### src/rtl/stopwatch_if.sv
// Button and display bundle between the stopwatch core and its board-level driver.
// The slave side is the stopwatch itself; the master side owns the buttons.
interface stopwatch_if;
  logic       IO_BTN_C;
  logic       IO_BTN_R;
  logic       IO_BTN_L;
  logic [3:0] Digit_0;
  logic [3:0] Digit_1;
  logic [3:0] Digit_2;
  logic [3:0] Digit_3;
  logic       running;
  logic       lap_active;
  logic       full;

  modport master (
    output IO_BTN_C, IO_BTN_R, IO_BTN_L,
    input  Digit_0, Digit_1, Digit_2, Digit_3, running, lap_active, full
  );

  modport slave (
    input  IO_BTN_C, IO_BTN_R, IO_BTN_L,
    output Digit_0, Digit_1, Digit_2, Digit_3, running, lap_active, full
  );
endinterface

### src/rtl/stopwatch.sv
// MM:SS stopwatch with debounced start/stop, lap and clear buttons and BCD display outputs.
// Time saturates at 59:59 (FULL); only clear leaves FULL.
module stopwatch #(
  parameter int unsigned TICK_MAX = 100000000,
  parameter int unsigned DEBOUNCE = 1000000
) (
  input logic        clk,
  input logic        rst_n,
  stopwatch_if.slave io
);

  localparam int unsigned PW = (TICK_MAX > 2) ? $clog2(TICK_MAX) : 1;
  localparam int unsigned DW = $clog2(DEBOUNCE + 1);

  typedef enum logic [1:0] {StIdle, StRun, StStop, StFull} state_e;

  // Button bit order: 0 = start (C), 1 = lap (R), 2 = clear (L)
  logic [2:0]    btn_raw;
  logic [2:0]    sync1_q, sync2_q, level_q, press_q;
  logic [DW-1:0] db_cnt_q [3];

  assign btn_raw = {io.IO_BTN_L, io.IO_BTN_R, io.IO_BTN_C};

  always_ff @(posedge clk) begin
    if (!rst_n) begin
      sync1_q <= '0;
      sync2_q <= '0;
      level_q <= '0;
      press_q <= '0;
      for (int i = 0; i < 3; i++) db_cnt_q[i] <= '0;
    end else begin
      sync1_q <= btn_raw;
      sync2_q <= sync1_q;
      for (int i = 0; i < 3; i++) begin
        press_q[i] <= 1'b0;
        if (sync2_q[i] == level_q[i]) begin
          db_cnt_q[i] <= '0;
        end else if (db_cnt_q[i] == DW'(DEBOUNCE - 1)) begin
          // Differing level seen DEBOUNCE times in a row: accept it, pulse on rising only
          level_q[i]  <= sync2_q[i];
          press_q[i]  <= sync2_q[i];
          db_cnt_q[i] <= '0;
        end else begin
          db_cnt_q[i] <= db_cnt_q[i] + 1'b1;
        end
      end
    end
  end

  logic clr_p, start_p, lap_p;
  assign clr_p   = press_q[2];
  assign start_p = press_q[0] & ~clr_p;
  assign lap_p   = press_q[1] & ~clr_p & ~press_q[0];

  state_e        state_q, state_d;
  logic [PW-1:0] presc_q, presc_d;
  logic [15:0]   time_q, time_d;   // {min tens, min ones, sec tens, sec ones}
  logic [15:0]   lap_q, lap_d;
  logic          lap_active_q, lap_active_d;
  logic [15:0]   disp_q;
  logic          tick, at_max;

  function automatic logic [15:0] bcd_inc(input logic [15:0] t);
    logic [15:0] r;
    r = t;
    if (t[3:0] != 4'd9) begin
      r[3:0] = t[3:0] + 4'd1;
    end else begin
      r[3:0] = 4'd0;
      if (t[7:4] != 4'd5) begin
        r[7:4] = t[7:4] + 4'd1;
      end else begin
        r[7:4] = 4'd0;
        if (t[11:8] != 4'd9) begin
          r[11:8] = t[11:8] + 4'd1;
        end else begin
          r[11:8]  = 4'd0;
          r[15:12] = t[15:12] + 4'd1;
        end
      end
    end
    return r;
  endfunction

  assign tick   = (state_q == StRun) && (presc_q == PW'(TICK_MAX - 1));
  assign at_max = (time_q == 16'h5959);

  always_comb begin
    state_d      = state_q;
    presc_d      = presc_q;
    time_d       = time_q;
    lap_d        = lap_q;
    lap_active_d = lap_active_q;
    if (clr_p) begin
      state_d      = StIdle;
      presc_d      = '0;
      time_d       = '0;
      lap_d        = '0;
      lap_active_d = 1'b0;
    end else begin
      if (state_q == StRun) presc_d = tick ? '0 : presc_q + 1'b1;
      if (tick && !at_max) time_d = bcd_inc(time_q);
      unique case (state_q)
        StIdle: if (start_p) state_d = StRun;
        StRun: begin
          // Saturating tick wins over a simultaneous stop so time never overshoots
          if (tick && at_max) begin
            state_d = StFull;
            presc_d = '0;
          end else if (start_p) begin
            state_d = StStop;
          end
        end
        StStop: if (start_p) state_d = StRun;
        StFull: ;
        default: state_d = StIdle;
      endcase
      if (lap_p && (state_q == StRun || state_q == StStop)) begin
        if (lap_active_q) begin
          lap_active_d = 1'b0;
        end else if (state_q == StRun) begin
          lap_d        = time_q;
          lap_active_d = 1'b1;
        end
      end
    end
  end

  always_ff @(posedge clk) begin
    if (!rst_n) begin
      state_q      <= StIdle;
      presc_q      <= '0;
      time_q       <= '0;
      lap_q        <= '0;
      lap_active_q <= 1'b0;
      disp_q       <= '0;
    end else begin
      state_q      <= state_d;
      presc_q      <= presc_d;
      time_q       <= time_d;
      lap_q        <= lap_d;
      lap_active_q <= lap_active_d;
      disp_q       <= lap_active_q ? lap_q : time_q;
    end
  end

  assign io.Digit_0    = disp_q[3:0];
  assign io.Digit_1    = disp_q[7:4];
  assign io.Digit_2    = disp_q[11:8];
  assign io.Digit_3    = disp_q[15:12];
  assign io.running    = (state_q == StRun);
  assign io.lap_active = lap_active_q;
  assign io.full       = (state_q == StFull);

endmodule

### src/flat_wrapper.sv
// flat-port wrapper written by rule: the top's interface ports become plain ports
module stopwatch_flat 
#(
  parameter int unsigned TICK_MAX = 100000000,
  parameter int unsigned DEBOUNCE = 1000000
)
  (clk, rst_n, io_IO_BTN_C, io_IO_BTN_R, io_IO_BTN_L, io_Digit_0, io_Digit_1, io_Digit_2, io_Digit_3, io_running, io_lap_active, io_full);
  stopwatch_if io_i ();
  input logic clk;
  input logic rst_n;
  input wire logic [$bits(io_i.IO_BTN_C)-1:0] io_IO_BTN_C;
  input wire logic [$bits(io_i.IO_BTN_R)-1:0] io_IO_BTN_R;
  input wire logic [$bits(io_i.IO_BTN_L)-1:0] io_IO_BTN_L;
  output wire logic [$bits(io_i.Digit_0)-1:0] io_Digit_0;
  output wire logic [$bits(io_i.Digit_1)-1:0] io_Digit_1;
  output wire logic [$bits(io_i.Digit_2)-1:0] io_Digit_2;
  output wire logic [$bits(io_i.Digit_3)-1:0] io_Digit_3;
  output wire logic [$bits(io_i.running)-1:0] io_running;
  output wire logic [$bits(io_i.lap_active)-1:0] io_lap_active;
  output wire logic [$bits(io_i.full)-1:0] io_full;
  assign io_i.IO_BTN_C = io_IO_BTN_C;
  assign io_i.IO_BTN_R = io_IO_BTN_R;
  assign io_i.IO_BTN_L = io_IO_BTN_L;
  assign io_Digit_0 = io_i.Digit_0;
  assign io_Digit_1 = io_i.Digit_1;
  assign io_Digit_2 = io_i.Digit_2;
  assign io_Digit_3 = io_i.Digit_3;
  assign io_running = io_i.running;
  assign io_lap_active = io_i.lap_active;
  assign io_full = io_i.full;
  stopwatch #(.TICK_MAX(TICK_MAX), .DEBOUNCE(DEBOUNCE)) u_core (.clk(clk), .rst_n(rst_n), .io(io_i));
endmodule
### config.mk
export PLATFORM = sky130hd
export DESIGN_NAME = stopwatch_flat
export DESIGN_NICKNAME = d
export VERILOG_FILES = /design/src/rtl/stopwatch_if.sv /design/src/rtl/stopwatch.sv /design/src/flat_wrapper.sv
export SDC_FILE = /design/constraint.sdc
export NUM_CORES = 1
export LEC_CHECK = 0
export ABC_AREA = 1
export CELL_PAD_IN_SITES_DETAIL_PLACEMENT = 0
export CELL_PAD_IN_SITES_GLOBAL_PLACEMENT = 2
export CORE_ASPECT_RATIO = 0.8
export CORE_MARGIN = 5
export CORE_UTILIZATION = 34
export DETAILED_ROUTE_END_ITERATION = 10
export MAX_ROUTING_LAYER = met4
export PLACE_DENSITY = 0.78
export SETUP_SLACK_MARGIN = 0.2
export SKIP_LAST_GASP = 1
export SYNTH_ARGS = -nofsm -noshare
export SYNTH_HDL_FRONTEND = slang
export SYNTH_SLANG_ARGS = --single-unit
export TNS_END_PERCENT = 5
### constraint.sdc
create_clock -name clk -period 1.85 [get_ports clk]
set_clock_uncertainty 0.1 [all_clocks]
set_input_delay 0.2775 -clock clk [delete_from_list [all_inputs] [get_ports clk]]
set_output_delay 0.2775 -clock clk [all_outputs]
set_load 0.02 [all_outputs]
# --- Word level (Yosys, flattened, before mapping) ---
# Memory sizes are Yosys's and may differ from the RTL's.
# Index checks and enable logic that the tools add are counted.
totals:
  ram_bits: 60
  mem_count: 1
  output_inout_bits: 19
  input_bits: 5
  reg_bits: 90
mem_list:
  columns: ["memory", "depth", "word_bits", "rd", "rd_ports_with_merged_regs", "wr", "line_no", "rtl"]
  rows:
  - ["u_core.db_cnt_q", 3, 20, 3, 0, 3, "stopwatch.sv:20", "logic [DW-1:0] db_cnt_q [3];"]
op_classes:
  n_bitwise: 25
  addsub: 8
  n_eq_ne: 16
  n_reduce_logical: 21
  mux: 57
ops:
  columns: ["cell", "n"]
  rows:
  - ["2-to-1 mux 20 bit", 9]
  - ["2-to-1 mux 27 bit", 4]
  - ["adder 20 x 1 -> 20 bit, second input constant", 3]
  - ["== test 20 bit, second input constant", 3]
  - ["2-to-1 mux 1 bit", 36]
  - ["adder 27 x 1 -> 27 bit, second input constant", 1]
  - ["== test 27 bit, second input constant", 1]
  - ["adder 4 x 1 -> 4 bit, second input constant", 4]
  - ["== test 16 x 15 -> 1 bit, second input constant", 1]
  - ["2-to-1 mux 16 bit", 1]
  - ["inverter 1 bit", 13]
  - ["2-to-1 mux 4 bit", 3]
  - ["bitwise OR 1 bit", 9]
  - ["AND reduction 3 bit", 3]
  - ["OR reduction 3 bit", 3]
  - ["!= test 4 bit, second input constant", 2]
  - ["AND reduction 2 bit", 4]
  - ["2-to-1 mux 2 bit", 3]
  - ["== test 2 bit, second input constant", 2]
  - ["logical AND 1 bit", 4]
  - ["!= test 4 x 3 -> 1 bit, second input constant", 1]
  - ["one-hot mux 2 bit (2 select lines)", 1]
  - ["AND reduction 4 bit", 1]
  - ["OR reduction 2 bit", 2]
  - ["9 further kinds", 13]

# --- Logic depth before layout (Yosys ltp) ---
# Gate-level depths: netlist of the first run.
logic_depth:
  depth_word: 7
  mapped_depth: 12
  ltp_nobuf: 12

# --- Worst setup path after synthesis of the first run ---
# No wires, ideal clock.
synth_timing:
  path_kind: "reg-to-reg"
  from: "register u_core.state_q[1]"
  to: "register u_core.lap_q[13]"
  period_less_slack_ps: 1869
  path_buffers: 2
  path_stages_with_launch: 10
  t_required_ps: 1622
  t_arrival_ps: 1641
  setup_slack_ps: -19
  path_cell_list: "dfxtp_1 -> inv_1 -> ha_1 -> buf_4 -> inv_1 -> nor2_1 -> nand2_1 -> clkbuf_1 -> o21ai_0 -> a21oi_1"
synth_between:
  elab_chain_len: 4
  word_cells_on_any_way: 5
synth_rtl:
  columns: ["item", "line_no", "rtl"]
  rows:
  - ["start: declaration", "stopwatch.sv:55", "state_e state_q, state_d;"]
  - ["start signal: assignment", "stopwatch.sv:131", "state_q <= StIdle;"]
  - ["start signal: assignment", "stopwatch.sv:138", "state_q <= state_d;"]
  - ["== test 2 x 1 -> 1 bit *", null, null]
  - ["named net io_running", "flat_wrapper.sv:18", "output wire logic [$bits(io_i.running)-1:0] io_running;"]
  - ["logical OR 1 bit", "stopwatch.sv:118", "if (lap_p && (state_q == StRun || state_q == StStop)) begin"]
  - ["logical AND 1 bit", "stopwatch.sv:118", null]
  - ["AND reduction 3 bit (no source line) *", null, null]
  - ["end signal: assignment", "stopwatch.sv:141", "lap_q <= lap_d;"]
  - ["end: declaration", "stopwatch.sv:58", "logic [15:0] lap_q, lap_d;"]
# Mark *: on every way through the listed nets, which the timed path passes. The rest lies on a longest branch.
# A chain may end at the register's enable or synchronous reset.

==> results of run 1 <==
-- sequential cells by signal, summed over array words and instances, names as in the netlist --
signal and flops:
u_core.db_cnt_q 60, u_core.disp_q 16, u_core.io.lap_active 1, u_core.lap_q 16
u_core.level_q 3, u_core.presc_q 27, u_core.press_q 3, u_core.state_q 2
u_core.sync1_q 3, u_core.sync2_q 3, u_core.time_q 16
-- per-stage QoR --
step / setup TNS (ns) / util [%] / instance area (µm²) / cells / power, mW
after detailed placement: -1.23 / 41.2 / 9170 / 1418 / 4.31
final: -0.340 / 45.1 / 10000 / 1464 / 7.63
after floorplan: 0 / - / 7860 / 1011 / 4.05
after global routing: -5.33 / 45.1 / 10000 / 1464 / 7.98
after CTS: -0.397 / 43.8 / 9750 / 1451 / 7.74
after global placement: -2.08 / 41.2 / 9170 / 1418 / 4.31
-- area by class of cell --
class / count / area [µm²] / area share, %
multi-input combinational: 704 / 3780 / 37.6
clock buffer: 18 / 439 / 4.37
tap: 306 / 383 / 3.81
timing repair buffer: 135 / 1190 / 11.9
inverter: 137 / 519 / 5.17
sequential: 150 / 3600 / 35.9
clock inverter: 14 / 126 / 1.26
-- tightest hold or removal path: cells and delay by family --
family,cells,cell delay (ns)
buffers and inverters,2,0.43
AND/OR/NAND/NOR,1,0.07
-- metal layers --
| metal | GRT usage [%] | up-vias | part of all wire [%] | wire, µm |
|---|---|---|---|---|
| li1 | - | 3459 | - | - |
| met1 | 19.6 | 2829 | 53 | 9150 |
| met2 | 21.3 | 57 | 43 | 7390 |
| met3 | 3.08 | 14 | 2.6 | 454 |
| met4 | 3.91 | 0 | 1.0 | 180 |
| met5 | - | - | 0 | 0 |
-- layout by cell type, fill, tap and decap left out, drive strengths merged, types with 2 or more instances in the layout --
cell,Yosys,routed
nor2,140,140
nand4,30,30
dfxtp,90,90
buf,8,109
nand2,175,175
o21bai,2,2
or2,6,6
nor4,9,9
ha,10,10
conb,1,60
a21oi,79,79
o21ai,46,46
a31oi,5,5
clkdlybuf4s50,0,21
nand3,57,57
clkinv,2,10
clkbuf,12,22
inv,135,139
xor2,26,26
xnor2,11,11
nor3,34,34
nor3b,8,8
edfxtp,60,60
-- worst max path at each step --
stage | slack, ns | start | cells after the start | endpoint
final | -0.03 | u_core.db_cnt_q[1][11] | 8 | u_core.db_cnt_q[1][17]
after global routing | -0.11 | u_core.db_cnt_q[1][11] | 8 | u_core.db_cnt_q[1][4]
after CTS | -0.03 | u_core.db_cnt_q[2][12] | 8 | u_core.db_cnt_q[2][2]
after detailed placement | -0.08 | u_core.db_cnt_q[1][15] | 8 | u_core.db_cnt_q[1][12]
after global placement | -0.12 | u_core.db_cnt_q[1][15] | 8 | u_core.db_cnt_q[1][2]
after floorplan | 0.11 | u_core.db_cnt_q[1][0] | 10 | u_core.db_cnt_q[1][18]
-- repair_timing --
item,4_1_cts,5_1_grt
resized for setup,12,31
pin swaps,0,11
endpoints found under the setup margin,137,140
cloned,0,5
setup buffers,1,8
hold endpoints to repair,0,0
-- logic make-up (layout without fill, tap and decap cells) --
group,after synthesis,after routing,synth area share [%]
buffers and inverters,157,304,8.01
and+or+nand+nor,463,463,29.5
adders and majority gates,10,10,1.64
other,1,60,0.0493
xor gates and xnor gates,37,37,4.26
DFF,150,150,47.3
AOI/OAI and AO/OA,134,134,9.24
-- power by group --
group / switching, mW / internal (mW) / total (mW)
clock network: 1.46 / 1.90 / 3.36
registers: 0.0667 / 3.53 / 3.60
logic: 0.382 / 0.292 / 0.674
==> run summary, run 1 <==
=====================================================================================
Result of the run                                                        complete, but fails checks
Failing checks                                                           setup timing
Overall fraction of global-route tracks in use                                  14.2%
Leak                                                                          3.98 nW
Detailed-router iteration count before antenna repair                               5
Via count of the first global-routing pass                                       6050
CTS H-tree lvls                                                                     4
Count of hold buffers inserted by post-cts repair                                   0
Final worst path period need                                                  1.88 ns
Final Net Count                                                                  1160
Post-synthesis instance area                                                 7610 µm²
Fraction of the yosys area taken by sequential cells                            47.3%
Detail Route Antenna Nets                                                           0
Share of synthesized registers carrying an async set or reset                      0%
Worst path max stage delay                                                    0.43 ns
Commonest cells in the netlist                                           164 x nand2_1, 125 x inv_1, 119 x nor2_1, 90 x dfxtp_1, 75 x a21oi_1
Overall die area                                                            25500 µm²
Number of core rows                                                                49
Per-instance average area after synthesis                                    7.99 µm²
Ports placed on the boundary                                                       24
TritonCTS clock tree                                                            built
Width of the chip                                                              177 µm
Starting density of the core                                                    34.2%
Synthesis warning total                                                             0
Clock insertion delay at the later pin of the skew report                     0.42 ns
Mean routed wirelength per cell                                               11.7 µm
End of the worst register-to-register path                               u_core.db_cnt_q[1][17]
Class of the most critical hold timing path                              input port to register
Core footprint                                                              22300 µm²
Slowest cell on the critical path                                            edfxtp_1
WP buf/inv                                                                          3
Maximum fanout encountered on the critical timing path                              5
Most frequently used flop master after synthesis                              dfxtp_1
Final count of negative-setup-slack endpoints                                      27
Data required, critical path                                                  1.93 ns
Pre-CTS WS                                                                 -0.0804 ns
Share of post-route cells with drive strength above 1                           20.9%
Worst r2r src                                                            u_core.db_cnt_q[1][11]
Number of clock sinks                                                             150
Launch point of the worst hold path                                       io_IO_BTN_L
Port-buffer cells                                                                  23
Die height                                                                     144 µm
Final Routed Wirelength                                                      17200 µm
Max clock buf depth                                                                 2
Hold Path Cell Cnt                                                                  3
Largest net degree at the start of global routing                                  22
Placed wire-length estimate after detailed placement                         12500 µm
Cell family with most CP delay                                           simple AND/OR/NAND/NOR gates
Number of clock buffers inserted by TritonCTS                                      17
Final weighted congestion of routability-driven global placement                0.766
DR iter-0 viols                                                                   233
Peak supply drop                                                             0.427 mV
Synth top area cells                                                     dfxtp_1 24%, edfxtp_1 24%, nand2_1 8.1%
Post-layout worst setup margin                                             -0.0315 ns
Most frequent cell after synthesis                                            nand2_1
Startpoint type of the worst setup path                                      register
Pwr Density                                                                760 nW/µm²
Distinct cells, synth                                                              43
Clock-pin slew of the registers on the worst-case setup and hold paths        0.06 ns
Vias/cell                                                                        4.34
Area delta synth->final                                                         32.0%
Final Hold Violating Endpoints                                                      0
Worst setup slack for register-to-register paths                             -0.03 ns
Share of the synthesized area in the top cell type                              23.7%
Final slew viol count                                                               0
Post-Syn Instances                                                                952
Final worst-path cycle share                                                     102%
Capture endpoint of the worst hold path                                  u_core.sync1_q[2]
Most area-hungry cell type in the Yosys netlist                               dfxtp_1
Global route total overflow                                                         0
Critical path class                                                      register to register
Crit path arrival time                                                        1.96 ns
Reported max-cap violation count                                                    0
Post-route DRC                                                                      0
Post-synth EDFFs                                                                   60
CP Capture Type                                                              register
Unrepaired setup endpoints after global routing                                  true
Total via count in the routed design                                             6359
Maximum clock frequency                                                     0.532 GHz
Post-Route Hold Slack                                                        0.293 ns
Number of filler cells placed in the layout                                      2238
First-pass GRT wire length                                                   28700 µm
Post-synthesis register bit count                                                 150
Total inserted antenna cells                                                        0
Clock tree root driver cell                                                 clkbuf_16
Cell depth of the worst flop-to-flop path                                           8
Number of antenna violations at the first check in global routing                   0
Cell Chain, Critical Path                                                inv_1 > nand4_1 > nor4_4 > buf_4 > nand2_4 > nand2_8 > clkbuf_16 > nor3b_1
=====================================================================================
Power figures use the tool's default switching activity.
==> run 2, diff against run 1 <==
Settings changed: CORE_UTILIZATION 34 to 35, CTS_BUF_LIST set to sky130_fd_sc_hd__clkbuf_4, CTS_CLUSTER_SIZE set to 30, PLACE_DENSITY 0.78 to 0.8, SLEW_MARGIN set to 20.
==> run 2 against run 1 <==
  * The flow still finishes with violations (setup timing)
  * Core utilization is 0.24 points lower
  * Total power is 15% lower
  * Flip-flop and latch count stayed put
  * Fmax is 1.5% lower
  * Die area is 2.7% lower
  * Wire length is 2.8% lower
  * Largest power group unchanged
  * Highest routed layer unchanged
==> run summary, run 2 (same netlist as run 1, synthesis figures left out) <==
=====================================================================================
Result of the run                                                        complete, but fails checks
Failing checks                                                           setup timing
Vias/cell                                                                        4.47   +2.9%
Final Routed Wirelength                                                      16700 µm   -2.8%
Total area of sequential cells                                               3610 µm²   +0.21%
Share of post-route cells with drive strength above 1                           20.7%   -0.22 points
Launch point of the worst hold path                                       io_IO_BTN_L
Cell Chain, Critical Path                                                ha_4 > buf_6 > nand2_4 > nor2_2 > nand4_1 > nor3_2 > buf_4 > nand4_1 > o21ai_1 > nor2_1
Largest net degree at the start of global routing                                  31   +41%
TritonCTS clock tree                                                            built
Worst path max stage delay                                                    0.41 ns   -0.02 ns
Net switching share of the total power                                          28.7%   +3.6 points
Detail Route Antenna Nets                                                           0   unchanged
Reg power frac                                                                  55.7%   +8.6 points
Mean routed wirelength per cell                                               11.7 µm   -0.25%
Leading cell type in the layout, fill and taps excluded                       nand2_1
Detailed-router iteration count before antenna repair                               5   unchanged
Post-layout worst setup margin                                             -0.0611 ns   -0.0296 ns
Maximum clock frequency                                                     0.523 GHz   -1.5%
Global route total overflow                                                         0   unchanged
Clock tree root driver cell                                                  clkbuf_4
Count of hold buffers inserted by post-cts repair                                   0   unchanged
Design Area, Final                                                           9650 µm²   -3.9%
Number of clock sinks                                                             150   unchanged
Clock group share of total power                                                32.5%   -12 points
CTS H-tree lvls                                                                     4   unchanged
Total negative slack                                                        -0.238 ns   +0.102 ns
Number of core rows                                                                48   -2.0%
Data required, critical path                                                  2.20 ns   +0.27 ns
Final Net Count                                                                  1153   -0.60%
Post-route DRC                                                                      0   unchanged
Overall die area                                                            24800 µm²   -2.7%
Worst setup slack for register-to-register paths                             -0.06 ns   -0.03 ns
Final Hold Violating Endpoints                                                      0   unchanged
Top flop regs                                                            u_core.db_cnt_q (60), u_core.presc_q (27)
Area delta synth->final                                                         26.8%
Part of the power in combinational logic                                        11.8%   +3.0 points
Total via count in the routed design                                             6378   +0.30%
CP Capture Type                                                              register
Critical path class                                                      register to register
WP buf/inv                                                                          2   -1
DR iter-0 viols                                                                   341   +46%
Core footprint                                                              21500 µm²   -3.4%
Class of the most critical hold timing path                              input port to register
Max clock buf depth                                                                 2   unchanged
Via count of the first global-routing pass                                       6024   -0.43%
Number of filler cells placed in the layout                                      2160   -3.5%
Number of antenna violations at the first check in global routing                   1   +1
Area occupied by multi-input gates                                           3760 µm²   -0.40%
Final slew viol count                                                               0   unchanged
Clock insertion delay at the later pin of the skew report                     0.56 ns   +0.14 ns
Port-buffer cells                                                                  23   unchanged
Internal portion of total power                                               4.62 mW   -19%
Starting density of the core                                                    35.4%   +1.2 points
First-pass GRT wire length                                                   28400 µm   -0.98%
P_sw                                                                          1.86 mW   -3.1%
Capture endpoint of the worst hold path                                  u_core.sync1_q[2]
Final weighted congestion of routability-driven global placement                0.810   +5.8%
Crit path arrival time                                                        2.26 ns   +0.30 ns
Width of the chip                                                              175 µm   -1.4%
Number of clock buffers inserted by TritonCTS                                      17   unchanged
Cell depth of the worst flop-to-flop path                                          10   +2
Commonest cells after routing, fill and taps aside                       160 x nand2_1, 122 x inv_1, 109 x nor2_1
Pwr Density                                                                671 nW/µm²   -12%
Final worst-path cycle share                                                     103%   +1.6 points
Maximum fanout encountered on the critical timing path                              6   +1
Slowest cell on the critical path                                             dfxtp_4
Reported max-cap violation count                                                    0   unchanged
Peak supply drop                                                             0.436 mV   +2.2%
Final worst path period need                                                  1.91 ns   +0.0296 ns
Placed cell area                                                             9060 µm²   -1.1%
End of the worst register-to-register path                               u_core.presc_q[21]
Leak                                                                          3.82 nW   -4.0%
Hold Path Cell Cnt                                                                  3   unchanged
Clock-pin slew of the registers on the worst-case setup and hold paths        0.14 ns   +0.08 ns
Worst r2r src                                                            u_core.state_q[0]
Final count of negative-setup-slack endpoints                                      20   -26%
Ports placed on the boundary                                                       24   unchanged
Register with the highest flop count                                     u_core.db_cnt_q
Die height                                                                     142 µm   -1.3%
Cell family with most CP delay                                           simple AND/OR/NAND/NOR gates
Startpoint type of the worst setup path                                      register
Overall fraction of global-route tracks in use                                  14.3%   +0.047 points
Most common cell on crit path                                                 nand4_1
Max FFs per register                                                               60   unchanged
Unrepaired setup endpoints after global routing                                  true
Placed wire-length estimate after detailed placement                         12200 µm   -2.3%
=====================================================================================
[run 2: cell count changes in the layout (fill, tap and decap cells not counted), moves of 4 or more]
cell and change:
clkbuf_16 -19, clkbuf_4 +17, clkdlybuf4s50_1 -9, buf_4 -7, dlygate4sd2_1 +5, inv_6 +5
nor2_1 +4
[run 2: worst max-delay path by stage]
| stage | cells past startpoint | from | endpoint |
|---|---|---|---|
| after global placement | 8 | u_core.db_cnt_q[1][15] | u_core.db_cnt_q[1][2] |
| after CTS | 1 | u_core.disp_q[10] | io_Digit_2[2] |
| after detailed placement | 5 | rst_n | u_core.db_cnt_q[0][12] |
| final | 10 | u_core.state_q[0] | u_core.presc_q[21] |
| after floorplan | 10 | u_core.db_cnt_q[1][0] | u_core.db_cnt_q[1][18] |
| after global routing | 10 | u_core.state_q[0] | u_core.presc_q[21] |
[run 2: area by class of cell]
class	instances	area share, %
Antenna cell	1	0.0259
Clock buffer	17	1.32
Clock inverter	15	1.65
Inverter	137	5.38
Multi-Input combinational cell	704	39.0
Sequential cell	150	37.4
Tap cell	275	3.57
Timing Repair Buffer	128	11.6
[run 2: timing repair]
| action | CTS | global route |
|---|---|---|
| pin swaps | 5 | 13 |
| cloned | 0 | 2 |
| buffers inserted | 4 | 11 |
| setup endpoints to repair | 138 | 143 |
| resized for setup | 32 | 35 |
[run 2: stage by stage]
step | total power, mW | setup WS (ns) | cells | utilization, % | hold WS [ns]
floorplan | 4.05 | 0.113 | 1011 | - | 0.275
CTS | 6.50 | -0.0721 | 1413 | 43.7 | 0.121
global placement | 4.31 | -0.0617 | 1377 | 42.2 | 0.311
global route | 6.86 | -0.184 | 1427 | 44.9 | 0.134
finish | 6.47 | -0.0611 | 1427 | 44.9 | 0.181
detailed placement | 4.31 | -0.0416 | 1377 | 42.2 | 0.305
[run 2: routing by layer]
metal / GRT usage (%) / part of all wire [%] / wire length (µm) / vias to the layer above
met3: 2.90 / 2.1 / 345 / 7
met2: 21.1 / 43 / 7140 / 53
li1: - / - / - / 3445
met5: - / 0 / 0 / -
met1: 20.3 / 55 / 9110 / 2873
met4: 3.22 / 0.62 / 103 / 0
[run 2: worst register-to-register path, cell delays in order (launching register included)]
cell	delay (ns)
dfxtp_4	0.41
ha_4	0.16
buf_6	0.12
nand2_4	0.05
nor2_2	0.10
nand4_1	0.19
nor3_2	0.21
buf_4	0.17
nand4_1	0.12
o21ai_1	0.15
nor2_1	0.05
[run 2: power by group through the flow]
stage	clock network, mW	registers, mW	logic (mW)
after global routing	2.38	3.62	0.859
after detailed placement	0	3.67	0.640
final	2.10	3.61	0.762
after CTS	2.21	3.60	0.681
after global placement	0	3.66	0.644
after floorplan	0	3.67	0.385
